==> src/rtl/rs_latch_sequencer.sv <==
// rtl/rs_latch_sequencer.sv - round-robin arbiter sharing one external RS latch with timed S/R pulses and read-back
module rs_latch_sequencer #(
  parameter int N_REQ     = 4,
  parameter int PULSE_CYC = 3,
  parameter int GAP_CYC   = 2,
  parameter int PTR_W     = 2
) (
  input  logic             CLK,
  input  logic             RESET_N,
  input  logic [N_REQ-1:0] SET_REQ,
  input  logic [N_REQ-1:0] CLR_REQ,
  output logic [N_REQ-1:0] GNT,
  output logic             S,
  output logic             R,
  input  logic             Q,
  input  logic             Q_L,
  output logic             BUSY,
  output logic             DONE,
  output logic             ERR,
  output logic             STATE_Q
);

  // One counter serves both the pulse and the gap phase; it counts down to zero.
  localparam int CNT_MAX = (PULSE_CYC > GAP_CYC) ? PULSE_CYC : GAP_CYC;
  localparam int CNT_W   = (CNT_MAX > 1) ? $clog2(CNT_MAX) : 1;
  localparam logic [CNT_W-1:0] PULSE_LOAD = CNT_W'(PULSE_CYC - 1);
  localparam logic [CNT_W-1:0] GAP_LOAD   = CNT_W'(GAP_CYC - 1);
  localparam logic [PTR_W-1:0] PTR_LAST   = PTR_W'(N_REQ - 1);

  typedef enum logic [1:0] {
    ST_IDLE  = 2'd0,
    ST_PULSE = 2'd1,
    ST_GAP   = 2'd2,
    ST_CHECK = 2'd3
  } state_t;

  state_t             r_state;
  state_t             w_state_nxt;
  logic [N_REQ-1:0]   r_gnt;
  logic [N_REQ-1:0]   w_gnt_nxt;
  logic               r_s;
  logic               w_s_nxt;
  logic               r_r;
  logic               w_r_nxt;
  logic               r_busy;
  logic               w_busy_nxt;
  logic               r_done;
  logic               w_done_nxt;
  logic               r_err;
  logic               w_err_nxt;
  logic               r_state_q;
  logic               w_state_q_nxt;
  logic               r_target;
  logic               w_target_nxt;
  logic [CNT_W-1:0]   r_cnt;
  logic [CNT_W-1:0]   w_cnt_nxt;
  logic [PTR_W-1:0]   r_ptr;
  logic [PTR_W-1:0]   w_ptr_nxt;

  logic [N_REQ-1:0]   w_eligible;
  logic [PTR_W:0]     w_pick;
  logic               w_found;
  logic [PTR_W-1:0]   w_winner;
  logic [PTR_W-1:0]   w_ptr_after;
  logic               w_readback_ok;

  // Search from ptr upward with wrap; MSB of the result flags that a winner exists.
  function automatic logic [PTR_W:0] pick_winner(input logic [N_REQ-1:0] elig,
                                                 input logic [PTR_W-1:0] ptr);
    logic [PTR_W:0] res;
    int             idx;
    res = '0;
    for (int off = 0; off < N_REQ; off++) begin
      idx = int'(ptr) + off;
      if (idx >= N_REQ) idx = idx - N_REQ;
      if (!res[PTR_W] && elig[idx]) res = {1'b1, PTR_W'(idx)};
    end
    return res;
  endfunction

  // A requester asking for both set and clear (or neither) is simply not eligible.
  assign w_eligible    = SET_REQ ^ CLR_REQ;
  assign w_pick        = pick_winner(w_eligible, r_ptr);
  assign w_found       = w_pick[PTR_W];
  assign w_winner      = w_pick[PTR_W-1:0];
  assign w_ptr_after   = (w_winner == PTR_LAST) ? '0 : w_winner + 1'b1;
  // Q==Q_L (racing or unpowered latch) never passes, whatever the target.
  assign w_readback_ok = (Q == r_target) && (Q_L == ~r_target);

  // State and all registered outputs; reset drops every drive at once, the latch itself is untouched.
  always_ff @(posedge CLK or negedge RESET_N) begin
    if (!RESET_N) begin
      r_state   <= ST_IDLE;
      r_gnt     <= '0;
      r_s       <= 1'b0;
      r_r       <= 1'b0;
      r_busy    <= 1'b0;
      r_done    <= 1'b0;
      r_err     <= 1'b0;
      r_state_q <= 1'b0;
      r_target  <= 1'b0;
      r_cnt     <= '0;
      r_ptr     <= '0;
    end else begin
      r_state   <= w_state_nxt;
      r_gnt     <= w_gnt_nxt;
      r_s       <= w_s_nxt;
      r_r       <= w_r_nxt;
      r_busy    <= w_busy_nxt;
      r_done    <= w_done_nxt;
      r_err     <= w_err_nxt;
      r_state_q <= w_state_q_nxt;
      r_target  <= w_target_nxt;
      r_cnt     <= w_cnt_nxt;
      r_ptr     <= w_ptr_nxt;
    end
  end

  // Next-state and next-output logic; S and R are only ever set as complements of one target bit.
  always_comb begin
    w_state_nxt   = r_state;
    w_gnt_nxt     = r_gnt;
    w_s_nxt       = 1'b0;
    w_r_nxt       = 1'b0;
    w_busy_nxt    = r_busy;
    w_done_nxt    = 1'b0;
    w_err_nxt     = 1'b0;
    w_state_q_nxt = r_state_q;
    w_target_nxt  = r_target;
    w_cnt_nxt     = r_cnt;
    w_ptr_nxt     = r_ptr;
    case (r_state)
      ST_IDLE: begin
        w_gnt_nxt  = '0;
        w_busy_nxt = 1'b0;
        if (w_found) begin
          w_state_nxt  = ST_PULSE;
          w_gnt_nxt    = N_REQ'(1) << w_winner;
          w_busy_nxt   = 1'b1;
          w_target_nxt = SET_REQ[w_winner];
          w_s_nxt      = SET_REQ[w_winner];
          w_r_nxt      = ~SET_REQ[w_winner];
          w_cnt_nxt    = PULSE_LOAD;
          w_ptr_nxt    = w_ptr_after;
        end
      end
      ST_PULSE: begin
        if (r_cnt == '0) begin
          w_state_nxt = ST_GAP;
          w_cnt_nxt   = GAP_LOAD;
        end else begin
          w_s_nxt   = r_target;
          w_r_nxt   = ~r_target;
          w_cnt_nxt = r_cnt - 1'b1;
        end
      end
      ST_GAP: begin
        if (r_cnt == '0) begin
          w_state_nxt = ST_CHECK;
          w_done_nxt  = 1'b1;
          if (w_readback_ok) begin
            w_state_q_nxt = r_target;
          end else begin
            w_err_nxt = 1'b1;
          end
        end else begin
          w_cnt_nxt = r_cnt - 1'b1;
        end
      end
      ST_CHECK: begin
        w_state_nxt = ST_IDLE;
        w_gnt_nxt   = '0;
        w_busy_nxt  = 1'b0;
      end
      default: begin
        w_state_nxt = ST_IDLE;
        w_gnt_nxt   = '0;
        w_busy_nxt  = 1'b0;
      end
    endcase
  end

  assign GNT     = r_gnt;
  assign S       = r_s;
  assign R       = r_r;
  assign BUSY    = r_busy;
  assign DONE    = r_done;
  assign ERR     = r_err;
  assign STATE_Q = r_state_q;

endmodule
==> config.mk <==
export PLATFORM = sky130hd
export DESIGN_NAME = rs_latch_sequencer
export DESIGN_NICKNAME = d
export VERILOG_FILES = /design/src/rtl/rs_latch_sequencer.sv
export SDC_FILE = /design/constraint.sdc
export NUM_CORES = 1
export LEC_CHECK = 0
export ABC_AREA = 1
export ABC_CLOCK_PERIOD_IN_PS = 4900
export BUFFER_PORTS_ARGS = -buffer_cell sky130_fd_sc_hd__buf_2
export CAP_MARGIN = 5
export CORE_MARGIN = 2
export CORE_UTILIZATION = 60
export DETAILED_ROUTE_END_ITERATION = 6
export PLACE_DENSITY = 0.91
export SYNTH_ARGS = -nofsm -noshare
export SYNTH_HDL_FRONTEND = slang
export SYNTH_SLANG_ARGS = --single-unit
export TNS_END_PERCENT = 100
==> constraint.sdc <==
create_clock -name CLK -period 4.9 [get_ports CLK]
set_input_delay 1.47 -clock CLK [delete_from_list [all_inputs] [get_ports CLK]]
set_output_delay 1.47 -clock CLK [all_outputs]
set_load 0.02 [all_outputs]
==> flow_metrics.tcl, run 1 <==
set metrics [dict create \
    p_comb_frac 0.700 \
    final_hold_viol_count 0 \
    rsz0062_at_grt "no" \
    drive_above_1_share 0.2053 \
    yosys-top-cells-area "dfrtp_1 (33%), nand2_1 (12%), nand3_1 (10%)" \
    switchingPower_w 0.0006383 \
    syn_area_um2 1300 \
    clk_latency_ns 0.29 \
    worstHoldPathType "register to register" \
    post_cts_buffers 0 \
    relSlewSlack 0.5913 \
    p_int_w 0.0005199 \
    final_cells 217 \
    grt_pass1_vias 1174 \
    synth_top_area_share 0.3272 \
    die_height_um 50.55 \
    grt_pass1_wl_mm 5.092 \
    rrSetupSlack_ns 2.39 \
    max_freq_mhz 340.6 \
    cts-htree-levels 1 \
    seq_area_frac_synth 0.3272 \
    tritoncts "done" \
    reg2reg_depth 12 \
    chipWidth_um 50.55 \
    slew_viol_final 0 \
    maxCapViolCount 0 \
    seq_power_share 0.234 \
    ys_warn_count 0 \
    cp_max_fo 8 \
    routedWlPerCell_um 14.04 \
    cts-root-buf "clkbuf_4" \
    syn_nets 190 \
    grt_max_degree 18 \
    reg2reg_to "r_ptr[1]$_DFFE_PN0P_" \
    cp-start-kind "input port" \
    pin_count 22 \
    area_growth_pct 11.26 \
    vias 1222 \
    drt-total-wl_mm 3.047 \
    antenna_found_initial 0 \
    dpl.hpwl_mm 2.430 \
    start_util 0.6494 \
    cts.clk_slew.worst_paths_ns 0.10 \
    tns_ns 0 \
    ctsHoldBuffers 0 \
    ys_types 31 \
    outcome "finished clean" \
    holdPathStages 1 \
    dp.cells 213 \
    die-area_um2 2555 \
    worstSetupEndpointType "register" \
    synth_edf_count 0 \
    setup_viol_count_final 0 \
    p_clk_frac 0.066 \
    core_area_um2 2002 \
    vdd_ir_drop_max_mv 0.4513 \
    grt-ovfl-total 0 \
    place_congestion 0.9783 \
    track_usage 0.2614 \
    synthesis.instances 168 \
    ys_ff_latch 17 \
    timing.final.crit_share 0.5992 \
    routed_via_density 5.631 \
    p_per_area_nw_per_um2 800.7 \
    nNetsFinal 213 \
    cts_buffer_depth 2 \
    cts_buffers 3 \
    min_from "GNT[2]$_DFFE_PN0P_" \
    critPathArrivalTime_ns 3.11 \
    rr_startpoint "r_ptr[0]$_DFFE_PN0P_" \
    netSwitchingFraction 0.5511 \
    fin_skew_ns 0.003314 \
    avgSynthCellArea_um2 7.738 \
    first_iter_violations 56 \
    diodes 0 \
    async_flop_share 1.000 \
    portBuffers 21 \
    final.min_clock_period_ns 2.936 \
    drc 0 \
    yosysTopAreaCell "dfrtp_1" \
    worstPathRequired_ns 5.08 \
    cts_sinks 17 \
    rows 16 \
    critical_path_class "input port to register" \
    synth-main-ff-cell "dfrtp_1" \
    leakage_nw 0.7974 \
    drt-pass1-iter-count 4 \
    worst_slew_pin_slew_ns 0.6131 \
    whs_endpoint "GNT[2]$_DFFE_PN0P_" \
    post_cts_resized 0 \
    ant_nets 0 \
]
-- cell families after synthesis --
logic type      after synthesis  synth area share
xor+xnor                      2           0.03369
simple gates                 86            0.3301
compound gates               24            0.1222
buf+inv                      29           0.09046
flops                        17            0.3272
fa+ha+maj                    10           0.09625
-- synth_stat cells (2+ instances only) --
cell type,number
o21ai_1,3
nand3_2,2
nand2_1,42
dfrtp_1,17
o21ai_0,6
a21oi_1,4
nand2_2,3
nor2_1,5
nand3_1,26
inv_1,25
a32o_1,4
nand2_4,3
ha_1,10
-- critical path, cell delays in order --
cell and delay, ns:
buf_2 0.12, inv_1 0.07, nand2_1 0.08, nand3_1 0.11, nand2_1 0.11, nand2_1 0.07, nand2_1 0.08, inv_1 0.13
nand4_4 0.18, nand2_4 0.16, nand2_4 0.09, ha_1 0.32, nand2_1 0.06, o21ai_0 0.07
-- worst max-delay path by stage --
stage / from / end / slack [ns]
6_report: SET_REQ[1] / r_ptr[1]$_DFFE_PN0P_ / 1.96
3_5_place_dp: SET_REQ[1] / GNT[3]$_DFFE_PN0P_ / 1.67
4_1_cts: SET_REQ[1] / GNT[3]$_DFFE_PN0P_ / 1.98
2_1_floorplan: SET_REQ[2] / GNT[0]$_DFFE_PN0P_ / 2.04
5_1_grt: SET_REQ[0] / r_ptr[1]$_DFFE_PN0P_ / 1.79
3_3_place_gp: SET_REQ[0] / r_ptr[1]$_DFFE_PN0P_ / 1.76
-- flip-flops by register name, summed over array words and instances, names as in the netlist --
register and flops:
DONE 1, r_target 1, GNT 4, S 1
r_cnt 2, r_ptr 2, ERR 1, r_state 2
BUSY 1, STATE_Q 1, R 1
-- layout by cell type, fill, tap and decap left out, types with 2 or more instances in the layout --
cell type,instances
nand2_4,3
o21ai_1,3
nand2_1,42
buf_2,21
nand3_1,26
a32o_1,4
clkbuf_4,3
nor2_1,5
nand2_2,3
nand3_2,2
inv_1,25
dfrtp_1,17
ha_1,10
o21ai_0,6
a21oi_1,4
-- final cells by class --
cell class / instances / area, um^2
well taps: 27 / 33.78
fillers: 164 / 555.5
repair buffers: 21 / 105.1
multi-input cells: 122 / 757.0
clock buffers: 3 / 22.52
inverters: 26 / 97.59
flip-flops and latches: 17 / 425.4
clock inverters: 1 / 5.005
-- stage by stage --
| stage | utilization | instance area, um^2 | power [W] | setup slack [ns] | hold slack, ns |
|---|---|---|---|---|---|
| finish | 0.7225 | 1446 | 0.001158 | 1.964 | 0.5094 |
| floorplan | - | 1300 | 0.0008885 | 2.038 | 0.4782 |
| CTS | 0.7225 | 1446 | 0.001147 | 1.983 | 0.5038 |
| global placement | 0.7088 | 1419 | 0.001015 | 1.764 | 0.4708 |
| detailed placement | 0.7088 | 1419 | 0.001067 | 1.670 | 0.4804 |
| global route | 0.7225 | 1446 | 0.001258 | 1.791 | 0.5118 |
-- routing by layer --
metal | routed length, um | up-vias | global-route usage
met3 | 206 | 4 | 0.06250
met2 | 1576 | 51 | 0.4759
met1 | 1236 | 568 | 0.3231
li1 | - | 599 | -
met5 | 0 | - | 0
met4 | 27 | 0 | 0.02703
-- power by group through the flow --
stage | combinational (W) | clock, W | sequential [W]
floorplan | 0.000616 | 0 | 0.000272
global placement | 0.000746 | 0 | 0.000269
detailed placement | 0.000794 | 0 | 0.000274
CTS | 0.000801 | 0.0000757 | 0.000270
global route | 0.000899 | 0.0000803 | 0.000279
finish | 0.000811 | 0.0000760 | 0.000271
Note: power is estimated with default switching activity, not from simulation.
==> run 2: changes to the inputs <==
- ABC_CLOCK_PERIOD_IN_PS: 4900 -> 2920
- CORE_UTILIZATION: 60 -> 55
- PLACE_DENSITY: 0.91 -> 0.85
- clock period: 4.9 -> 2.92 ns (I/O delays scaled with it)
==> flow_metrics.tcl, run 2 (synthesized netlist as in run 1, its figures left out) <==
set metrics [dict create \
    drt-total-wl_mm 2.613 \
    dr_wl_met3_um 137 \
    reg2reg_depth 11 \
    dpl.hpwl_mm 2.120 \
    setup_viol_count_final 0 \
    max_freq_mhz 429.5 \
    drive_above_1_share 0.2094 \
    fillCellCount 183 \
    critical_path_class "input port to register" \
    worst_slew_pin_slew_ns 0.4558 \
    drt-pass1-iter-count 4 \
    cp_max_fo 8 \
    worstHoldPathType "input port to asynchronous set/reset pin" \
    fin_hold_ws_ns 0.4809 \
    top_layer_used "met4" \
    rsz0062_at_grt "no" \
    slew_viol_final 0 \
    diodes 0 \
    cts_sinks 17 \
    clk_latency_ns 0.29 \
    core_area_um2 2233 \
    cts_buffers 3 \
    nNetsFinal 214 \
    final_util 0.6515 \
    grt_max_degree 18 \
    place_congestion 0.9136 \
    die-area_um2 2768 \
    portBuffers 21 \
    cts-htree-levels 1 \
    grt_pass1_wl_mm 4.609 \
    cts-root-buf "clkbuf_4" \
    regArea_um2 425.4 \
    setup_slack_ns 0.5917 \
    final_cell_mix "nand2_1 (42), nand3_1 (26), inv_1 (25), buf_2 (21), dfrtp_1 (17)" \
    cts.clk_slew.worst_paths_ns 0.10 \
    pin_count 22 \
    ctsHoldBuffers 0 \
    routed_via_density 5.361 \
    chipWidth_um 52.62 \
    antenna_found_initial 0 \
    area_growth_pct 11.93 \
    drc 0 \
    timing.final.crit_share 0.7974 \
    cp-start-kind "input port" \
    track_usage 0.2238 \
    tritoncts "done" \
    grt-ovfl-total 0 \
    grt_pass1_vias 1070 \
    first_iter_violations 32 \
    outcome "finished clean" \
    maxCapViolCount 0 \
    fin_area_um2 1455 \
    routed-wl-met2_mm 1.263 \
    multi_input_area_um2 757.0 \
    pre_cts_ws_ns 0.3228 \
    routedWlPerCell_um 11.93 \
    wl_met1_mm 1.189 \
    critPathArrivalTime_ns 2.50 \
    place_area_um2 1428 \
    vdd_ir_drop_max_mv 0.8410 \
    p_per_area_nw_per_um2 1303 \
    vias 1174 \
    leakage_nw 0.8023 \
    ant_nets 0 \
    worstPathRequired_ns 3.09 \
    relSlewSlack 0.6913 \
    die_height_um 52.62 \
    start_util 0.5821 \
    fin_skew_ns 0.01174 \
    final_common_cell "nand2_1" \
    post_cts_resized 0 \
    worstSetupEndpointType "register" \
    post_cts_buffers 0 \
    rows 17 \
    final.min_clock_period_ns 2.328 \
    largest_reg_flops 4 \
    cts_buffer_depth 2 \
    final_hold_viol_count 0 \
    tns_ns 0 \
]
## run 2: cell count changes in the layout (fill, tap and decap cells not counted)
cell and delta:
buf_4 +1
## run 2: layout make-up
type | instances | area share
clock buffers | 3 | 0.01548
clock inverters | 1 | 0.003439
inverters | 26 | 0.06707
multi-input cells | 122 | 0.5202
flip-flops and latches | 17 | 0.2923
well taps | 28 | 0.02408
repair buffers | 22 | 0.07739
## run 2: final timing paths
check	slack, ns	to	startpoint
min	0.48	ERR$_DFF_PN0_	RESET_N
max	0.59	GNT[0]$_DFFE_PN0P_	SET_REQ[3]
max in group asynchronous	2.16	r_ptr[1]$_DFFE_PN0P_	RESET_N
min reg2reg	0.50	GNT[3]$_DFFE_PN0P_	GNT[3]$_DFFE_PN0P_
max reg2reg	0.61	GNT[0]$_DFFE_PN0P_	r_ptr[0]$_DFFE_PN0P_
min in group CLK	0.50	GNT[3]$_DFFE_PN0P_	GNT[3]$_DFFE_PN0P_
## run 2: routing by layer
metal | global-route usage | vias to the layer above
met5 | 0 | -
met4 | 0.07692 | 0
met3 | 0.04286 | 4
met2 | 0.3625 | 41
met1 | 0.2971 | 527
li1 | - | 602
## run 2: critical path, stage by stage
cell	delay [ns]
buf_2	0.13
inv_1	0.12
nand2_1	0.08
nand3_1	0.07
nand3_1	0.08
nand2_1	0.21
nand2_2	0.12
nor2_4	0.11
nand2_4	0.08
nand2_4	0.11
inv_1	0.07
ha_1	0.20
a32o_1	0.24
## run 2: per-stage QoR
step	power [W]	instances
5_1_grt	0.002098	219
2_1_floorplan	0.001491	168
3_3_place_gp	0.001709	215
6_report	0.001896	219
4_1_cts	0.001899	219
3_5_place_dp	0.001766	215
## run 2: power breakdown
part / switching (W) / internal [W] / total (W) / leakage [nW]
clock: 0.0000699 / 0.0000509 / 0.000121 / 0.0177
combinational: 0.000850 / 0.000485 / 0.00134 / 0.569
sequential: 0.0000972 / 0.000342 / 0.000440 / 0.216
total: 0.00102 / 0.000878 / 0.00190 / 0.802
